--- config.mk ---
export PLATFORM = sky130hd
export DESIGN_NAME = posit_operand_decode_flat
export DESIGN_NICKNAME = d
export VERILOG_FILES = /design/src/rtl/posit_pkg.sv /design/src/rtl/posit_operand_decode_if.sv /design/src/rtl/posit_field_extract.sv /design/src/rtl/posit_operand_decode.sv /design/src/flat_wrapper.sv
export SDC_FILE = /design/constraint.sdc
export NUM_CORES = 1
export LEC_CHECK = 0
export BUFFER_PORTS_ARGS = -buffer_cell sky130_fd_sc_hd__buf_2
export CAP_MARGIN = 30
export CORE_ASPECT_RATIO = 0.75
export CORE_MARGIN = 8
export CORE_UTILIZATION = 50
export CTS_BUF_LIST = sky130_fd_sc_hd__clkbuf_16
export DETAILED_ROUTE_END_ITERATION = 12
export GPL_TIMING_DRIVEN = 0
export PLACE_DENSITY = 0.68
export SLEW_MARGIN = 10
export SYNTH_ARGS = -nofsm -noshare
export SYNTH_HDL_FRONTEND = slang
export SYNTH_HIERARCHICAL = 1
export SYNTH_SLANG_ARGS = --single-unit
--- constraint.sdc ---
create_clock -name clk -period 6.33 [get_ports clk]
set_clock_uncertainty 0.1 [all_clocks]
set_input_delay 0.9495 -clock clk [delete_from_list [all_inputs] [get_ports clk]]
set_output_delay 0.9495 -clock clk [all_outputs]
set_load 0.03 [all_outputs]
--- src/rtl/posit_pkg.sv ---
// Shared posit definitions for the operand decode slice.
//   DefaultN / DefaultEs : default posit word and exponent field widths
//   rs_w / fw_w / sw_w   : regime-count, max-fraction and scale widths
//   posit_fields_t       : decoded operand at the default widths
package posit_pkg;

  localparam int unsigned DefaultN  = 32;
  localparam int unsigned DefaultEs = 4;

  function automatic int unsigned rs_w(input int unsigned n);
    return $clog2(n);
  endfunction

  // Sign plus the shortest regime (two bits) leave n-3 bits for exponent and fraction.
  function automatic int unsigned fw_w(input int unsigned n, input int unsigned es);
    return n - 3 - es;
  endfunction

  function automatic int unsigned sw_w(input int unsigned n, input int unsigned es);
    return rs_w(n) + 1 + es;
  endfunction

  localparam int unsigned DefaultFw = fw_w(DefaultN, DefaultEs);
  localparam int unsigned DefaultSw = sw_w(DefaultN, DefaultEs);

  typedef struct packed {
    logic                        sign;
    logic                        zero;
    logic                        nar;
    logic signed [DefaultSw-1:0] scale;
    logic [DefaultFw:0]          frac;
  } posit_fields_t;

endpackage

--- src/rtl/posit_operand_decode_if.sv ---
// Operand-pair bus of the posit decoder.
//   IN1/IN2, in_valid, in_ready          : upstream operand pair handshake
//   A_*/B_* fields, out_valid, out_ready : downstream decoded pair handshake
//   slave modport  : decoder view
//   master modport : producer/consumer view
interface posit_operand_decode_if #(
  parameter int unsigned N  = posit_pkg::DefaultN,
  parameter int unsigned ES = posit_pkg::DefaultEs
) ();

  localparam int unsigned FW = posit_pkg::fw_w(N, ES);
  localparam int unsigned SW = posit_pkg::sw_w(N, ES);

  logic [N-1:0]         IN1;
  logic [N-1:0]         IN2;
  logic                 in_valid;
  logic                 in_ready;
  logic                 A_sign;
  logic                 B_sign;
  logic signed [SW-1:0] A_scale;
  logic signed [SW-1:0] B_scale;
  logic [FW:0]          A_frac;
  logic [FW:0]          B_frac;
  logic                 A_zero;
  logic                 B_zero;
  logic                 A_nar;
  logic                 B_nar;
  logic                 out_valid;
  logic                 out_ready;

  modport slave (
    input  IN1, IN2, in_valid, out_ready,
    output in_ready, A_sign, B_sign, A_scale, B_scale, A_frac, B_frac,
           A_zero, B_zero, A_nar, B_nar, out_valid
  );

  modport master (
    output IN1, IN2, in_valid, out_ready,
    input  in_ready, A_sign, B_sign, A_scale, B_scale, A_frac, B_frac,
           A_zero, B_zero, A_nar, B_nar, out_valid
  );

endinterface

--- src/rtl/posit_field_extract.sv ---
// Combinational per-operand posit field extraction, split in two halves that
// sit on either side of the first pipeline register.
//   Front half: operand_i -> sign/zero/nar flags, magnitude body, regime run and polarity
//   Back half : registered body/run/polarity/special -> scale (k*2^ES + e) and frac
module posit_field_extract
  import posit_pkg::*;
#(
  parameter int unsigned N    = DefaultN,
  parameter int unsigned ES   = DefaultEs,
  localparam int unsigned RS  = rs_w(N),
  localparam int unsigned FW  = fw_w(N, ES),
  localparam int unsigned SW  = sw_w(N, ES)
) (
  input  logic [N-1:0]         operand_i,
  output logic                 sign_o,
  output logic                 zero_o,
  output logic                 nar_o,
  output logic [N-4:0]         body_o,
  output logic [RS-1:0]        run_o,
  output logic                 pol_o,
  input  logic [N-4:0]         body_i,
  input  logic [RS-1:0]        run_i,
  input  logic                 pol_i,
  input  logic                 special_i,
  output logic signed [SW-1:0] scale_o,
  output logic [FW:0]          frac_o
);

  logic [N-2:0] mag;
  logic [N-2:0] diff;
  logic [N-4:0] rem;
  logic [RS:0]  k;

  assign sign_o = operand_i[N-1];
  assign zero_o = (operand_i == '0);
  assign nar_o  = operand_i[N-1] && (operand_i[N-2:0] == '0);

  // Low N-1 bits of the two's complement only depend on the low N-1 input bits.
  assign mag    = operand_i[N-1] ? (-operand_i[N-2:0]) : operand_i[N-2:0];
  assign pol_o  = mag[N-2];
  // Run >= 1 always consumes mag[N-2] and the terminator, so only N-3 bits can survive.
  assign body_o = mag[N-4:0];

  // Regime run length is the count of leading zeros of diff.
  assign diff = mag ^ {(N-1){mag[N-2]}};

  always_comb begin
    run_o = RS'(N - 1);
    for (int i = 0; i < N - 1; i++) begin
      if (diff[i]) run_o = RS'(N - 2 - i);
    end
  end

  assign k   = pol_i ? ({1'b0, run_i} - (RS+1)'(1)) : -{1'b0, run_i};
  // Drops the remaining regime bits and terminator; exponent bits cut off come in as zeros.
  assign rem = body_i << (run_i - RS'(1));

  assign scale_o = special_i ? '0 : {k, rem[N-4 -: ES]};
  assign frac_o  = special_i ? '0 : {1'b1, rem[FW-1:0]};

endmodule

--- src/rtl/posit_operand_decode.sv ---
// Two-stage posit operand-pair decoder feeding a posit multiplier.
//   clk : rising-edge clock
//   rst : asynchronous active-high reset, flushes both stages
//   bus : slave side of posit_operand_decode_if (IN1/IN2 in, A_*/B_* fields out)
// Stage 1 holds flags, magnitude body and regime run; stage 2 holds scale/frac.
module posit_operand_decode
  import posit_pkg::*;
#(
  parameter int unsigned N  = DefaultN,
  parameter int unsigned ES = DefaultEs
) (
  input logic                   clk,
  input logic                   rst,
  posit_operand_decode_if.slave bus
);

  localparam int unsigned RS = rs_w(N);
  localparam int unsigned FW = fw_w(N, ES);
  localparam int unsigned SW = sw_w(N, ES);

  logic v1_q, v2_q;
  logic en1, en2;

  logic [N-1:0]         opnd      [2];
  logic                 f_sign    [2];
  logic                 f_zero    [2];
  logic                 f_nar     [2];
  logic [N-4:0]         f_body    [2];
  logic [RS-1:0]        f_run     [2];
  logic                 f_pol     [2];
  logic signed [SW-1:0] x_scale   [2];
  logic [FW:0]          x_frac    [2];

  logic                 s1_sign_q [2];
  logic                 s1_zero_q [2];
  logic                 s1_nar_q  [2];
  logic [N-4:0]         s1_body_q [2];
  logic [RS-1:0]        s1_run_q  [2];
  logic                 s1_pol_q  [2];

  logic                 o_sign_q  [2];
  logic                 o_zero_q  [2];
  logic                 o_nar_q   [2];
  logic signed [SW-1:0] o_scale_q [2];
  logic [FW:0]          o_frac_q  [2];

  assign opnd[0] = bus.IN1;
  assign opnd[1] = bus.IN2;

  // Each stage advances when it is empty or the stage after it advances.
  assign en2          = !v2_q || bus.out_ready;
  assign en1          = !v1_q || en2;
  assign bus.in_ready = en1;

  for (genvar g = 0; g < 2; g++) begin : g_opnd
    posit_field_extract #(
      .N (N),
      .ES(ES)
    ) u_extract (
      .operand_i(opnd[g]),
      .sign_o   (f_sign[g]),
      .zero_o   (f_zero[g]),
      .nar_o    (f_nar[g]),
      .body_o   (f_body[g]),
      .run_o    (f_run[g]),
      .pol_o    (f_pol[g]),
      .body_i   (s1_body_q[g]),
      .run_i    (s1_run_q[g]),
      .pol_i    (s1_pol_q[g]),
      .special_i(s1_zero_q[g] || s1_nar_q[g]),
      .scale_o  (x_scale[g]),
      .frac_o   (x_frac[g])
    );
  end

  always_ff @(posedge clk or posedge rst) begin
    if (rst) begin
      v1_q <= 1'b0;
      v2_q <= 1'b0;
      for (int i = 0; i < 2; i++) begin
        s1_sign_q[i] <= 1'b0;
        s1_zero_q[i] <= 1'b0;
        s1_nar_q[i]  <= 1'b0;
        s1_body_q[i] <= '0;
        s1_run_q[i]  <= '0;
        s1_pol_q[i]  <= 1'b0;
        o_sign_q[i]  <= 1'b0;
        o_zero_q[i]  <= 1'b0;
        o_nar_q[i]   <= 1'b0;
        o_scale_q[i] <= '0;
        o_frac_q[i]  <= '0;
      end
    end else begin
      if (en1) begin
        v1_q <= bus.in_valid;
        if (bus.in_valid) begin
          for (int i = 0; i < 2; i++) begin
            s1_sign_q[i] <= f_sign[i];
            s1_zero_q[i] <= f_zero[i];
            s1_nar_q[i]  <= f_nar[i];
            s1_body_q[i] <= f_body[i];
            s1_run_q[i]  <= f_run[i];
            s1_pol_q[i]  <= f_pol[i];
          end
        end
      end
      if (en2) begin
        v2_q <= v1_q;
        if (v1_q) begin
          for (int i = 0; i < 2; i++) begin
            o_sign_q[i]  <= s1_sign_q[i];
            o_zero_q[i]  <= s1_zero_q[i];
            o_nar_q[i]   <= s1_nar_q[i];
            o_scale_q[i] <= x_scale[i];
            o_frac_q[i]  <= x_frac[i];
          end
        end
      end
    end
  end

  assign bus.out_valid = v2_q;
  assign bus.A_sign    = o_sign_q[0];
  assign bus.A_zero    = o_zero_q[0];
  assign bus.A_nar     = o_nar_q[0];
  assign bus.A_scale   = o_scale_q[0];
  assign bus.A_frac    = o_frac_q[0];
  assign bus.B_sign    = o_sign_q[1];
  assign bus.B_zero    = o_zero_q[1];
  assign bus.B_nar     = o_nar_q[1];
  assign bus.B_scale   = o_scale_q[1];
  assign bus.B_frac    = o_frac_q[1];

endmodule

--- src/flat_wrapper.sv ---
// flat-port wrapper written by rule: the top's interface ports become plain ports
module posit_operand_decode_flat import posit_pkg::*;
#(
  parameter int unsigned N  = DefaultN,
  parameter int unsigned ES = DefaultEs
)
  (clk, rst, bus_IN1, bus_IN2, bus_in_valid, bus_out_ready, bus_in_ready, bus_A_sign, bus_B_sign, bus_A_scale, bus_B_scale, bus_A_frac, bus_B_frac, bus_A_zero, bus_B_zero, bus_A_nar, bus_B_nar, bus_out_valid);
  posit_operand_decode_if #(.N(N), .ES(ES)) bus_i ();
  input logic clk;
  input logic rst;
  input wire logic [$bits(bus_i.IN1)-1:0] bus_IN1;
  input wire logic [$bits(bus_i.IN2)-1:0] bus_IN2;
  input wire logic [$bits(bus_i.in_valid)-1:0] bus_in_valid;
  input wire logic [$bits(bus_i.out_ready)-1:0] bus_out_ready;
  output wire logic [$bits(bus_i.in_ready)-1:0] bus_in_ready;
  output wire logic [$bits(bus_i.A_sign)-1:0] bus_A_sign;
  output wire logic [$bits(bus_i.B_sign)-1:0] bus_B_sign;
  output wire logic [$bits(bus_i.A_scale)-1:0] bus_A_scale;
  output wire logic [$bits(bus_i.B_scale)-1:0] bus_B_scale;
  output wire logic [$bits(bus_i.A_frac)-1:0] bus_A_frac;
  output wire logic [$bits(bus_i.B_frac)-1:0] bus_B_frac;
  output wire logic [$bits(bus_i.A_zero)-1:0] bus_A_zero;
  output wire logic [$bits(bus_i.B_zero)-1:0] bus_B_zero;
  output wire logic [$bits(bus_i.A_nar)-1:0] bus_A_nar;
  output wire logic [$bits(bus_i.B_nar)-1:0] bus_B_nar;
  output wire logic [$bits(bus_i.out_valid)-1:0] bus_out_valid;
  assign bus_i.IN1 = bus_IN1;
  assign bus_i.IN2 = bus_IN2;
  assign bus_i.in_valid = bus_in_valid;
  assign bus_i.out_ready = bus_out_ready;
  assign bus_in_ready = bus_i.in_ready;
  assign bus_A_sign = bus_i.A_sign;
  assign bus_B_sign = bus_i.B_sign;
  assign bus_A_scale = bus_i.A_scale;
  assign bus_B_scale = bus_i.B_scale;
  assign bus_A_frac = bus_i.A_frac;
  assign bus_B_frac = bus_i.B_frac;
  assign bus_A_zero = bus_i.A_zero;
  assign bus_B_zero = bus_i.B_zero;
  assign bus_A_nar = bus_i.A_nar;
  assign bus_B_nar = bus_i.B_nar;
  assign bus_out_valid = bus_i.out_valid;
  posit_operand_decode #(.N(N), .ES(ES)) u_core (.clk(clk), .rst(rst), .bus(bus_i));
endmodule
[After elaboration in Yosys (flattened, before gate mapping)]
Index checks and enable logic that the tools add are counted.
Word-level totals
  register bits after elaboration: 156
  logic and storage cells: 120
Cells by class
  add/subtract/negate cells: 8
  shifts and indexed selects: 2
  mux-type cells: 70
  bitwise gates (word level): 2
  reductions and logical operators: 14
Operators by type and width (count)
  2-to-1 mux 5 bit: 60
  zero test 32 bit: 2
  zero test 31 bit: 2
  2-to-1 mux 31 bit: 2
  negator 31 bit: 2
  bitwise XOR 31 bit: 2
  left shift 29 x 5 -> 29 bit: 2
  2-to-1 mux 26 bit: 2
  2-to-1 mux 10 bit: 2
  2-to-1 mux 6 bit: 2
  negator 5 -> 6 bit: 2
  subtractor 5 x 1 -> 6 bit (second input constant): 2
  subtractor 5 x 1 -> 5 bit (second input constant): 2
  logical OR 1 bit: 4
  AND reduction 2 bit: 2
  logical AND 1 bit: 2
  zero test 1 bit: 2
  2-to-1 mux 1 bit: 2

[Depth between registers and ports, before layout]
  depth after elaboration: 34
  depth in mapped cells: 15
  mapped depth without buffers: 13

[Cells and area by module]
Netlist, hierarchy kept.
By module, submodules not included
  posit_operand_decode: instances 1, cells each 335, area each 6083.3 um2, sequential area each 3903.7 um2
  posit_field_extract at u_core.g_opnd[1].u_extract: instances 1, cells each 518, area each 3245.6 um2, sequential area each 0.0 um2
  posit_field_extract at u_core.g_opnd[0].u_extract: instances 1, cells each 480, area each 3111.7 um2, sequential area each 0.0 um2

[Worst setup path after synthesis]
Ideal clock, no wire load.
  path type: in2reg
  start: input bus_IN1[2]
  end: register u_core/s1_run_q[5] (netlist bit)
  data arrival time: 3.923 ns
  data required time: 6.105 ns
  path slack: 2.182 ns
  stages: 13
  cells stage by stage: buf_2 or4_1 clkbuf_1 or4_1 clkbuf_1 or3_1 o31ai_1 xor2_1 xnor2_1 o21ai_0 o22ai_1 o211ai_1 mux2_4
RTL lines
  start, declared: RTL line flat_wrapper.sv:11  | input wire logic [$bits(bus_i.IN1)-1:0] bus_IN1;
  end signal, assigned by index: RTL line posit_operand_decode.sv:102  | s1_run_q[i] <= f_run[i];
  end, declared: RTL line posit_operand_decode.sv:38  | logic [RS-1:0] s1_run_q [2];

==> summary.md <==
| Metric | Value |
|---|---|
| Total number of placement rows | 50 |
| Number of ports placed on the die boundary | 148 |
| Library cell with the largest summed area after synthesis | sky130_fd_sc_hd__dfrtp_1 |
| Proportion of synthesized chip area in sequential cells | 31.4% |
| Power per standard cell area | 430 nW/um^2 |
| Leading post-synthesis cells by cell area | sky130_fd_sc_hd__dfrtp_1, sky130_fd_sc_hd__mux2_2, sky130_fd_sc_hd__mux2_4 |
| Largest family of logic cells by synthesized area | multiplexers |
| Flop and latch count out of synthesis | 156 |
| Yosys warnings | 6 |
| Summed instance area of the synthesized netlist | 12,400 um^2 |
| Count of unresolved DRC violations after routing | 0 |
| IO buf count | 138 |
| CTS-repair resized insts | 0 |
| Final max-slew violation count | 0 |
| Synth Flop Type | sky130_fd_sc_hd__dfrtp_1 |
| Combined area of the multi-input logic cells | 7870 um^2 |
| Logic gate share of total power | 59.6% |
| Cell internal pwr | 3.24 mW |
| Number of flops mapped to enable cells by yosys | 0 |
| WS Path Type | reg2reg |
| Worst Path Arrival | 4.85 ns |
| Antenna diode count | 0 |
| DPL Wire Length | 27,800 um |
| Compound-gate portion of the synthesized area | 15.9% |
| Final count of negative-setup-slack endpoints | 0 |
| Achievable clock frequency | 215 MHz |
| Type of the tightest min-delay check | reg2reg |
| Die W | 198 um |
| Sequential group share of total power | 25.0% |
| Unrepaired setup endpoints after global routing | no |
| Post-synth ARST share | 100% |
| DRC marker count from the first detailed-route iteration | 1,032 |
| Vias in the first global route | 10.0k |
| Clock power frac | 15.4% |
| Least setup slack across all paths after layout | 1.68 ns |
| Final worst hold slack | 0.400 ns |
| Synth top cells by count | sky130_fd_sc_hd__dfrtp_1, sky130_fd_sc_hd__nor2_1, sky130_fd_sc_hd__mux2_2, sky130_fd_sc_hd__nand2_1, sky130_fd_sc_hd__mux2i_1 |
| Buffers from clock root to sink, at most | 2 |
| Average instance area after synthesis | 9.33 um^2 |
| Number of buffers inserted by post-CTS setup repair | 0 |
| Die outline height | 153 um |
| Net Sw Frac | 46.7% |
| Number of antenna violations at the first check in global routing | 1 |
| Leakage power | 6.22 nW |
| Net switching power | 2.83 mW |
| Nets | 1,563 |
| Number of clock buffers inserted by TritonCTS | 17 |
| Mean routed wirelength per cell | 18.9 um |
| Normalized max-slew margin | 49.1% |
| Initial core utilization | 50.3% |
| Clock Sink Count | 156 |
| Multiplexer fraction of the synthesized cell area | 24.3% |
| Area of the die | 30,200 um^2 |
| Critical path endpoint category | register |
| Fill cell count | 2,281 |
| Number of hold violations in the final report | 0 |
| Core box area | 24,700 um^2 |
| Hold bufs inserted after CTS | 0 |
| Startpoint type of the worst setup path | register |
| Placement Setup Slack | 1.59 ns |
| Arithmetic-cell share of the synthesized area counting full adders, half adders and majority gates | 0.402% |
| First-pass GRT wire length | 55,600 um |
| Status | complete, no violations |
| Library cell used as clock root buffer | sky130_fd_sc_hd__clkbuf_16 |
| Most numerous cell in the Yosys netlist | sky130_fd_sc_hd__dfrtp_1 |
| Detailed Routing Iterations Pass 1 | 5 |
| Max-cap violation count | 0 |
| Gr usage total | 22.6% |
| TritonCTS clock tree | yes |
| Clock insertion delay at the later pin of the skew report | 0.41 ns |
| Xor and xnor area share after synthesis | 6.41% |
| Post-detailed-route via-to-cell ratio | 5.88 |
| Transition time of the tightest slew-check pin | 0.759 ns |
| P&R area growth vs syn | 13.5% |
| Leftover overflow at the end of global routing | 0 |
| Top cell type's share of synthesized area | 31.4% |
| Worst Path Required | 6.53 ns |
| Area taken by flip-flops and latches | 3900 um^2 |
| Crit-path max FO | 10 |
| Wire length after detailed routing | 34,700 um |
| Post-Synthesis Cells | 1,333 |
| Clock transition at the registers of the reported paths | 0.06 ns |
| Number of levels the H-tree was split into | 4 |
| Layout cells sized above 1 | 27.8% |
| Routed vias | 10.8k |
| Final weighted congestion of routability-driven global placement | 0.926 |
| Antenna viol nets, final | 0 |
| Final period demand of the worst path | 4.65 ns |
| Distinct cell type count of the synthesized netlist | 93 |
| Simple-gate area share of the yosys netlist | 16.3% |
| Largest voltage drop on the vdd net | 230 uV |
| Largest net degree at the start of global routing | 101 |
| Number of nets in the synthesized netlist | 1,405 |
| Post-route fraction of the period consumed by the critical path | 73.4% |
[flip-flops by register name (all words and copies together) (netlist names), 10 cells and up]
register	flops
u_core/bus.A_frac	26
u_core/bus.A_scale	10
u_core/bus.B_frac	26
u_core/bus.B_scale	10
u_core/s1_body_q	58
u_core/s1_run_q	10
[metal layers]
metal / track usage [%] / routed length [um] / vias up
li1: - / - / 5181
met1: 36.5 / 18400 / 5242
met2: 30.2 / 13500 / 383
met3: 3.99 / 2500 / 24
met4: 4.29 / 308 / 0
met5: 0 / 0 / -
[worst max-delay path, stage by stage, from the launching register on]
cell,delay (ns)
sky130_fd_sc_hd__dfrtp_1,0.35
sky130_fd_sc_hd__clkbuf_1,0.50
sky130_fd_sc_hd__clkbuf_1,0.55
sky130_fd_sc_hd__clkbuf_1,0.55
sky130_fd_sc_hd__inv_1,0.10
sky130_fd_sc_hd__ha_1,0.27
sky130_fd_sc_hd__xor2_1,0.25
sky130_fd_sc_hd__clkbuf_1,0.44
sky130_fd_sc_hd__clkbuf_1,0.42
sky130_fd_sc_hd__o21ai_0,0.28
sky130_fd_sc_hd__a21oi_1,0.30
sky130_fd_sc_hd__o22ai_1,0.14
sky130_fd_sc_hd__mux2_4,0.29
[cells in the final DEF, fill, tap and decap left out, drive strengths merged, types with 15 or more instances in the layout]
master / Yosys / routed
buf: 37 / 176
mux2: 168 / 168
dfrtp: 156 / 156
nor2: 127 / 127
nand2: 107 / 107
clkbuf: 56 / 73
mux2i: 70 / 70
a21oi: 63 / 63
o21ai: 61 / 61
xnor2: 57 / 57
inv: 47 / 50
nor3: 34 / 34
xor2: 31 / 31
a211oi: 30 / 30
o31ai: 29 / 29
nand3: 23 / 23
o22ai: 20 / 20
or2: 16 / 16
or3: 15 / 15
[through the flow]
step,total power [mW],util (%),setup TNS (ns),std cells,cell area [um^2]
2_1_floorplan,4.14,-,0,1333,12400
3_3_place_gp,5.05,54.9,-85.94,1809,13600
3_5_place_dp,5.10,55.0,0,1810,13600
4_1_cts,6.05,57.1,0,1841,14100
5_1_grt,6.48,57.1,0,1841,14100
6_report,6.07,57.1,0,1841,14100
[power by group through the flow]
stage                     Clock, mW  Combinational, mW  Sequential [mW]
after global placement            0               3.53             1.52
final                         0.934               3.62             1.52
after global routing           1.01               3.91             1.56
after detailed placement          0               3.57             1.54
after CTS                     0.956               3.58             1.52
after floorplan                   0               2.24             1.90
[worst paths after layout]
| path | start | end | slack (ns) | depth (start not counted) |
|---|---|---|---|---|
| max reg2reg | u_core/s1_run_q[5] | u_core/bus.A_scale[0] | 1.68 | 12 |
| min in group asynchronous | rst | u_core/bus.B_scale[1] | 0.45 | 2 |
| min reg2reg | u_core/bus.A_frac[2] | u_core/bus.A_frac[2] | 0.40 | 1 |
| max in group asynchronous | rst | u_core/s1_body_q[17] | 4.87 | 3 |
| min | u_core/bus.A_frac[2] | u_core/bus.A_frac[2] | 0.40 | 1 |
| max | u_core/s1_run_q[5] | u_core/bus.A_scale[0] | 1.68 | 12 |
[kinds of logic after synthesis]
group	after synthesis
buf+inv	141
mux	247
compound gates	291
fa+ha+maj	4
simple gates	406
flops	156
xor+xnor	88
[area by class of cell]
type                    count  share of cell area [%]
multi-input cells        1036                    55.7
flip-flops and latches    156                    27.6
repair buffers            139                    5.09
plain buffers              93                    3.42
clock buffers              17                    3.01
well taps                 338                    2.99
inverters                  48                    1.35
clock inverters            14                   0.762
(Power assumes the default switching activity.)
